==> src/rtl/tlc_param_if.sv <==
// Signal bundle between the traffic light controller and its surroundings.
// The master drives the enable, sensor and request inputs; the slave is the controller.
interface tlc_param_if #(
  parameter int unsigned CW = 8
) ();
  logic          ena;
  logic          sensor_c;
  logic          ped_req;
  logic [2:0]    light_hwy;
  logic [2:0]    light_farm;
  logic          ped_walk;
  logic [2:0]    state_o;
  logic [CW-1:0] timer_o;

  modport master (
    output ena, sensor_c, ped_req,
    input  light_hwy, light_farm, ped_walk, state_o, timer_o
  );

  modport slave (
    input  ena, sensor_c, ped_req,
    output light_hwy, light_farm, ped_walk, state_o, timer_o
  );
endinterface

==> src/rtl/tlc_param.sv <==
// Highway/farm traffic light controller with parametrised phase timing,
// a synchronised farm sensor, a latched pedestrian request and a tick enable.
module tlc_param #(
  parameter int unsigned CW          = 8,
  parameter int unsigned T_HMIN      = 10,
  parameter int unsigned T_YEL       = 3,
  parameter int unsigned T_AR        = 1,
  parameter int unsigned T_FMIN      = 4,
  parameter int unsigned T_FMAX      = 10,
  parameter int unsigned SYNC_STAGES = 2
) (
  input  logic        clk,
  input  logic        rst_n,
  tlc_param_if.slave  bus
);

  typedef enum logic [2:0] {
    StHg  = 3'd0,
    StHy  = 3'd1,
    StAr1 = 3'd2,
    StFg  = 3'd3,
    StFy  = 3'd4,
    StAr2 = 3'd5
  } state_e;

  localparam int unsigned TMax = (1 << CW) - 1;

  if (SYNC_STAGES < 2 || CW < 1 || CW > 31 ||
      T_HMIN < 1 || T_HMIN > TMax || T_YEL < 1 || T_YEL > TMax ||
      T_AR < 1 || T_AR > TMax || T_FMIN < 1 || T_FMIN > TMax ||
      T_FMAX < 1 || T_FMAX > TMax || T_FMIN > T_FMAX) begin : g_bad_params
    $error("tlc_param: illegal parameter combination");
  end

  localparam logic [CW-1:0] HMinM1 = CW'(T_HMIN - 1);
  localparam logic [CW-1:0] YelM1  = CW'(T_YEL - 1);
  localparam logic [CW-1:0] ArM1   = CW'(T_AR - 1);
  localparam logic [CW-1:0] FMinM1 = CW'(T_FMIN - 1);
  localparam logic [CW-1:0] FMaxM1 = CW'(T_FMAX - 1);

  logic [SYNC_STAGES-1:0] sync_q;
  logic                   c_s;
  state_e                 state_q, state_d, state_nxt;
  logic [CW-1:0]          timer_q, timer_d;
  logic                   pend_q, pend_d;
  logic                   go, illegal;
  logic [2:0]             hwy_q, farm_q;
  logic                   walk_q;

  assign c_s = sync_q[SYNC_STAGES-1];

  // Lamp pattern {hwy, farm, walk} for a state; unknown encodings show all red.
  function automatic logic [6:0] decode(state_e s);
    case (s)
      StHg:    return {3'b001, 3'b100, 1'b0};
      StHy:    return {3'b010, 3'b100, 1'b0};
      StFg:    return {3'b100, 3'b001, 1'b1};
      StFy:    return {3'b100, 3'b010, 1'b0};
      default: return {3'b100, 3'b100, 1'b0};
    endcase
  endfunction

  always_comb begin
    go        = 1'b0;
    illegal   = 1'b0;
    state_nxt = StHg;
    case (state_q)
      StHg:  begin go = (timer_q >= HMinM1) && (c_s || pend_q); state_nxt = StHy;  end
      StHy:  begin go = (timer_q == YelM1);                     state_nxt = StAr1; end
      StAr1: begin go = (timer_q == ArM1);                      state_nxt = StFg;  end
      StFg:  begin
        go        = (timer_q == FMaxM1) || ((timer_q >= FMinM1) && !c_s);
        state_nxt = StFy;
      end
      StFy:  begin go = (timer_q == YelM1);                     state_nxt = StAr2; end
      StAr2: begin go = (timer_q == ArM1);                      state_nxt = StHg;  end
      default: illegal = 1'b1;
    endcase

    state_d = state_q;
    timer_d = timer_q;
    if (illegal) begin
      // Recovery does not wait for a tick.
      state_d = StHg;
      timer_d = '0;
    end else if (bus.ena) begin
      if (go) begin
        state_d = state_nxt;
        timer_d = '0;
      end else if (timer_q != '1) begin
        timer_d = timer_q + 1'b1;
      end
    end

    // Entering FG serves any pending request, including one arriving this edge.
    pend_d = (state_q == StAr1 && state_d == StFg) ? 1'b0 : (pend_q | bus.ped_req);
  end

  always_ff @(posedge clk or negedge rst_n) begin
    if (!rst_n) begin
      sync_q  <= '0;
      state_q <= StHg;
      timer_q <= '0;
      pend_q  <= 1'b0;
      hwy_q   <= 3'b001;
      farm_q  <= 3'b100;
      walk_q  <= 1'b0;
    end else begin
      sync_q                   <= {sync_q[SYNC_STAGES-2:0], bus.sensor_c};
      state_q                  <= state_d;
      timer_q                  <= timer_d;
      pend_q                   <= pend_d;
      {hwy_q, farm_q, walk_q}  <= decode(state_d);
    end
  end

  assign bus.light_hwy  = hwy_q;
  assign bus.light_farm = farm_q;
  assign bus.ped_walk   = walk_q;
  assign bus.state_o    = state_q;
  assign bus.timer_o    = timer_q;

endmodule

==> src/flat_wrapper.sv <==
// flat-port wrapper written by rule: the top's interface ports become plain ports
module tlc_param_flat 
#(
  parameter int unsigned CW          = 8,
  parameter int unsigned T_HMIN      = 10,
  parameter int unsigned T_YEL       = 3,
  parameter int unsigned T_AR        = 1,
  parameter int unsigned T_FMIN      = 4,
  parameter int unsigned T_FMAX      = 10,
  parameter int unsigned SYNC_STAGES = 2
)
  (clk, rst_n, bus_ena, bus_sensor_c, bus_ped_req, bus_light_hwy, bus_light_farm, bus_ped_walk, bus_state_o, bus_timer_o);
  tlc_param_if #(.CW(CW)) bus_i ();
  input  logic clk;
  input  logic rst_n;
  input wire logic [$bits(bus_i.ena)-1:0] bus_ena;
  input wire logic [$bits(bus_i.sensor_c)-1:0] bus_sensor_c;
  input wire logic [$bits(bus_i.ped_req)-1:0] bus_ped_req;
  output wire logic [$bits(bus_i.light_hwy)-1:0] bus_light_hwy;
  output wire logic [$bits(bus_i.light_farm)-1:0] bus_light_farm;
  output wire logic [$bits(bus_i.ped_walk)-1:0] bus_ped_walk;
  output wire logic [$bits(bus_i.state_o)-1:0] bus_state_o;
  output wire logic [$bits(bus_i.timer_o)-1:0] bus_timer_o;
  assign bus_i.ena = bus_ena;
  assign bus_i.sensor_c = bus_sensor_c;
  assign bus_i.ped_req = bus_ped_req;
  assign bus_light_hwy = bus_i.light_hwy;
  assign bus_light_farm = bus_i.light_farm;
  assign bus_ped_walk = bus_i.ped_walk;
  assign bus_state_o = bus_i.state_o;
  assign bus_timer_o = bus_i.timer_o;
  tlc_param #(.CW(CW), .T_HMIN(T_HMIN), .T_YEL(T_YEL), .T_AR(T_AR), .T_FMIN(T_FMIN), .T_FMAX(T_FMAX), .SYNC_STAGES(SYNC_STAGES)) u_core (.clk(clk), .rst_n(rst_n), .bus(bus_i));
endmodule
==> config.mk <==
export PLATFORM = sky130hd
export DESIGN_NAME = tlc_param_flat
export DESIGN_NICKNAME = d
export VERILOG_FILES = /design/src/rtl/tlc_param_if.sv /design/src/rtl/tlc_param.sv /design/src/flat_wrapper.sv
export SDC_FILE = /design/constraint.sdc
export NUM_CORES = 1
export LEC_CHECK = 0
export ABC_AREA = 1
export CORE_MARGIN = 5
export CORE_UTILIZATION = 40
export DETAILED_ROUTE_END_ITERATION = 10
export PLACE_DENSITY_LB_ADDON = 0.15
export SLEW_MARGIN = 20
export SYNTH_ARGS = -nofsm -noshare
export SYNTH_HDL_FRONTEND = slang
export SYNTH_SLANG_ARGS = --single-unit
==> constraint.sdc <==
create_clock -name clk -period 3.34 [get_ports clk]
set_input_delay 0.501 -clock clk [delete_from_list [all_inputs] [get_ports clk]]
set_output_delay 0.501 -clock clk [all_outputs]
set_load 0.005 [all_outputs]
==> flow_results.xml <==
<?xml version="1.0" encoding="UTF-8"?>
<metrics>
  <group name="setup_path">
    <metric name="critPathKind" unit="">flip-flop to primary output</metric>
    <metric name="critical_path.max_stage_delay" unit="ps">570</metric>
    <metric name="critical_path.endpoint_type" unit="">primary output</metric>
    <metric name="timing.critical_path.slowest_stage_cell" unit="">sky130_fd_sc_hd__clkdlybuf4s50_1</metric>
    <metric name="path_max_fanout" unit="">7</metric>
    <metric name="worst-r2r-cell-count" unit="">12</metric>
    <metric name="critical_path_required" unit="ps">2840</metric>
    <metric name="start_kind" unit="">flip-flop</metric>
    <metric name="start_point_of_the_critical_path" unit="">u_core.bus.state_o[0]</metric>
    <metric name="rr_startpoint" unit="">u_core.bus.timer_o[0]</metric>
    <metric name="crit_path_cell_trace" unit="">clkdlybuf4s50_1</metric>
    <metric name="worstReg2RegEnd" unit="">u_core.bus.timer_o[4]</metric>
    <metric name="critPathBufInv" unit="">1</metric>
    <metric name="cp.depth" unit="">1</metric>
    <metric name="critical_path_arrival" unit="ps">1420</metric>
    <metric name="path_delay_family" unit="">buffers and inverters</metric>
    <metric name="r2r_slack" unit="ps">1430</metric>
  </group>
  <group name="route">
    <metric name="route.antenna.remaining_nets" unit="">0</metric>
    <metric name="drt-vias-per-instance" unit="">5.039</metric>
    <metric name="drt_pass1_iterations" unit="">4</metric>
    <metric name="detail_route.iter0.violations" unit="">20</metric>
    <metric name="remaining_drc_errors" unit="">0</metric>
    <metric name="routed_vias" unit="">1028</metric>
    <metric name="detail_route.wl_per_cell" unit="µm">12.50</metric>
    <metric name="route.final.wire_length" unit="µm">2549</metric>
  </group>
  <group name="run">
    <metric name="maxCapViolations" unit="">0</metric>
  </group>
  <group name="final_layout">
    <metric name="flow.area_growth_from_synthesis" unit="%">23.98</metric>
    <metric name="final-seq-area" unit="µm²">503.0</metric>
    <metric name="layout.cells.most_common" unit="">sky130_fd_sc_hd__nand2_1</metric>
    <metric name="insertedDiodeCount" unit="">0</metric>
    <metric name="utilization" unit="%">53.03</metric>
    <metric name="fin_cells" unit="">204</metric>
    <metric name="layout_common_cells" unit="">36 x sky130_fd_sc_hd__nand2_1, 22 x sky130_fd_sc_hd__clkdlybuf4s50_1, 19 x sky130_fd_sc_hd__nor2_1</metric>
    <metric name="layout-drive-gt1-share" unit="%">18.50</metric>
    <metric name="design.final.nets" unit="">183</metric>
    <metric name="multi_input_area" unit="µm²">614.3</metric>
    <metric name="fillCellCount" unit="">280</metric>
  </group>
  <group name="global_route">
    <metric name="gr-usage-all-layers" unit="%">13.39</metric>
    <metric name="grt_start_max_net_pins" unit="">21</metric>
    <metric name="grt.overflow.total" unit="">0</metric>
    <metric name="grt_pass1_wl" unit="µm">4436</metric>
    <metric name="number_of_global_route_vias_before_repair" unit="">1042</metric>
    <metric name="antenna_found_initial" unit="">0</metric>
  </group>
  <group name="logic_synthesis">
    <metric name="synth_cell_types" unit="">27</metric>
    <metric name="syn_inst" unit="">148</metric>
    <metric name="syn_area_per_cell" unit="µm²">8.107</metric>
    <metric name="yosys_register_bits" unit="">20</metric>
    <metric name="yosysWarningCount" unit="">0</metric>
    <metric name="syn_nets" unit="">157</metric>
    <metric name="seq_area_frac_synth" unit="%">41.92</metric>
    <metric name="post_synth_instance_area" unit="µm²">1200</metric>
  </group>
  <group name="clocking">
    <metric name="clk-insertion-delay-late" unit="ps">300</metric>
    <metric name="cts_tree" unit="">built</metric>
    <metric name="clock_tree_root" unit="">sky130_fd_sc_hd__clkbuf_4</metric>
    <metric name="holdBufCountCts" unit="">0</metric>
    <metric name="htree_num_levels" unit="">1</metric>
    <metric name="cts.clk_slew.worst_paths" unit="ps">120</metric>
    <metric name="buffer_levels_on_the_longest_clock_path" unit="">2</metric>
    <metric name="post_cts.repair.setup_buffers" unit="">0</metric>
    <metric name="tritoncts.num_buffers" unit="">3</metric>
    <metric name="clock-sinks" unit="">20</metric>
    <metric name="post_cts_resized" unit="">0</metric>
  </group>
  <group name="timing">
    <metric name="slew_headroom" unit="%">40.51</metric>
    <metric name="finalHoldViolations" unit="">0</metric>
    <metric name="timing.final.setup_violations" unit="">0</metric>
    <metric name="rsz_0062_raised_after_global_routing" unit="">false</metric>
    <metric name="clock-skew-final" unit="ps">7.069</metric>
    <metric name="final.setup.tns" unit="ps">0</metric>
    <metric name="finalWorstPathRequiredPeriod" unit="ps">1917</metric>
    <metric name="slew_violations" unit="">0</metric>
    <metric name="max_freq" unit="MHz">521.5</metric>
    <metric name="whs" unit="ps">382.8</metric>
    <metric name="worst_pin_slew" unit="ps">889.5</metric>
    <metric name="min_period_over_period" unit="%">57.41</metric>
  </group>
  <group name="min_path">
    <metric name="hold_end" unit="">u_core.sync_q[1]</metric>
    <metric name="min_path_type" unit="">flip-flop to flip-flop</metric>
    <metric name="min-delay-start" unit="">u_core.sync_q[0]</metric>
    <metric name="worst_hold_path.num_cells" unit="">0</metric>
  </group>
  <group name="placement">
    <metric name="port_buffers" unit="">22</metric>
    <metric name="gpl.final_weighted_congestion" unit="">0.8689</metric>
    <metric name="detailedPlacementHpwl" unit="µm">1982</metric>
    <metric name="numPlacedInstances" unit="">200</metric>
  </group>
  <group name="die">
    <metric name="io-pin-count" unit="">23</metric>
    <metric name="placementRows" unit="">19</metric>
    <metric name="fp.dieW" unit="µm">64.77</metric>
    <metric name="initial_utilization" unit="%">42.77</metric>
    <metric name="floorplan.core_area" unit="µm²">2805</metric>
    <metric name="chipHeight" unit="µm">64.77</metric>
    <metric name="die_area" unit="µm²">4195</metric>
  </group>
  <group name="power">
    <metric name="power.density" unit="nW/µm²">891.4</metric>
    <metric name="peakVddDrop" unit="V">0.0003938</metric>
    <metric name="fin_total_pwr" unit="µW">1326</metric>
    <metric name="leakage_dissipation" unit="µW">0.0006900</metric>
  </group>
  <group name="outcome">
    <metric name="run_status" unit="">complete, no violations</metric>
  </group>
</metrics>
-- cells by family (layout without fill, tap and decap cells) --
kind of cell    count (synthesis)  count (layout)  share of synthesized area, %
xor+xnor                        3               3                         2.190
compound gates                 15              15                         8.238
buf+inv                        21              46                         6.882
simple gates                   85              85                         36.60
flops                          20              20                         41.92
fa+ha+maj                       4               4                         4.171
-- layout make-up --
class	instances	share of cell area, %
multi-input cells	107	41.30
flip-flops and latches	20	33.81
well taps	31	2.607
inverters	20	5.046
clock buffers	4	2.439
repair buffers	22	14.80
-- cell usage after synthesis, drive strengths merged --
cell	instances	area share, %
nand3	13	8.8
o22ai	1	0.52
buf	1	0.63
ha	4	4.2
o21ai	12	6.9
a21oi	2	0.83
nor4	1	0.52
xor2	3	2.2
nand2	41	14
inv	20	6.3
dfstp	2	4.4
nor3	4	2.1
nor2	21	8.1
nor3b	1	0.63
nand4	4	2.6
dfrtp	18	38
-- registers in the layout, summed over array words and instances, names as in the netlist --
signal                 count
u_core.bus.light_farm      3
u_core.bus.state_o         3
u_core.pend_q              1
u_core.bus.timer_o         8
u_core.sync_q              2
u_core.bus.light_hwy       3
-- metal layers --
metal	vias up	global-route usage, %	wire length [µm]
met4	0	6.596	49
met1	481	15.75	1159
met2	20	23.24	1237
met5	-	0	0
met3	6	2.591	103
li1	521	-	-
-- how the worst max path moves through the flow --
stage / end / slack [ps]
after floorplan: u_core.bus.light_farm[2] / 1600
after global placement: u_core.bus.timer_o[0] / 1390
after detailed placement: u_core.bus.timer_o[4] / 1390
after CTS: bus_state_o[0] / 1390
after global routing: u_core.bus.timer_o[0] / 1240
final: bus_state_o[0] / 1420
-- report_power, final --
| part | total, µW | internal (µW) | leakage [µW] | switching, µW |
|---|---|---|---|---|
| sequential | 436 | 332 | 0.000247 | 105 |
| clock | 140 | 66.4 | 0.0000210 | 73.7 |
| combinational | 750 | 328 | 0.000422 | 421 |
-- metrics by stage --
stage               instance area, µm²  setup slack (ps)
detailed placement                1451              1392
floorplan                         1200              1598
CTS                               1488              1388
global placement                  1451              1392
global route                      1488              1244
finish                            1488              1423
No activity file was read; power rests on OpenSTA's default activity.
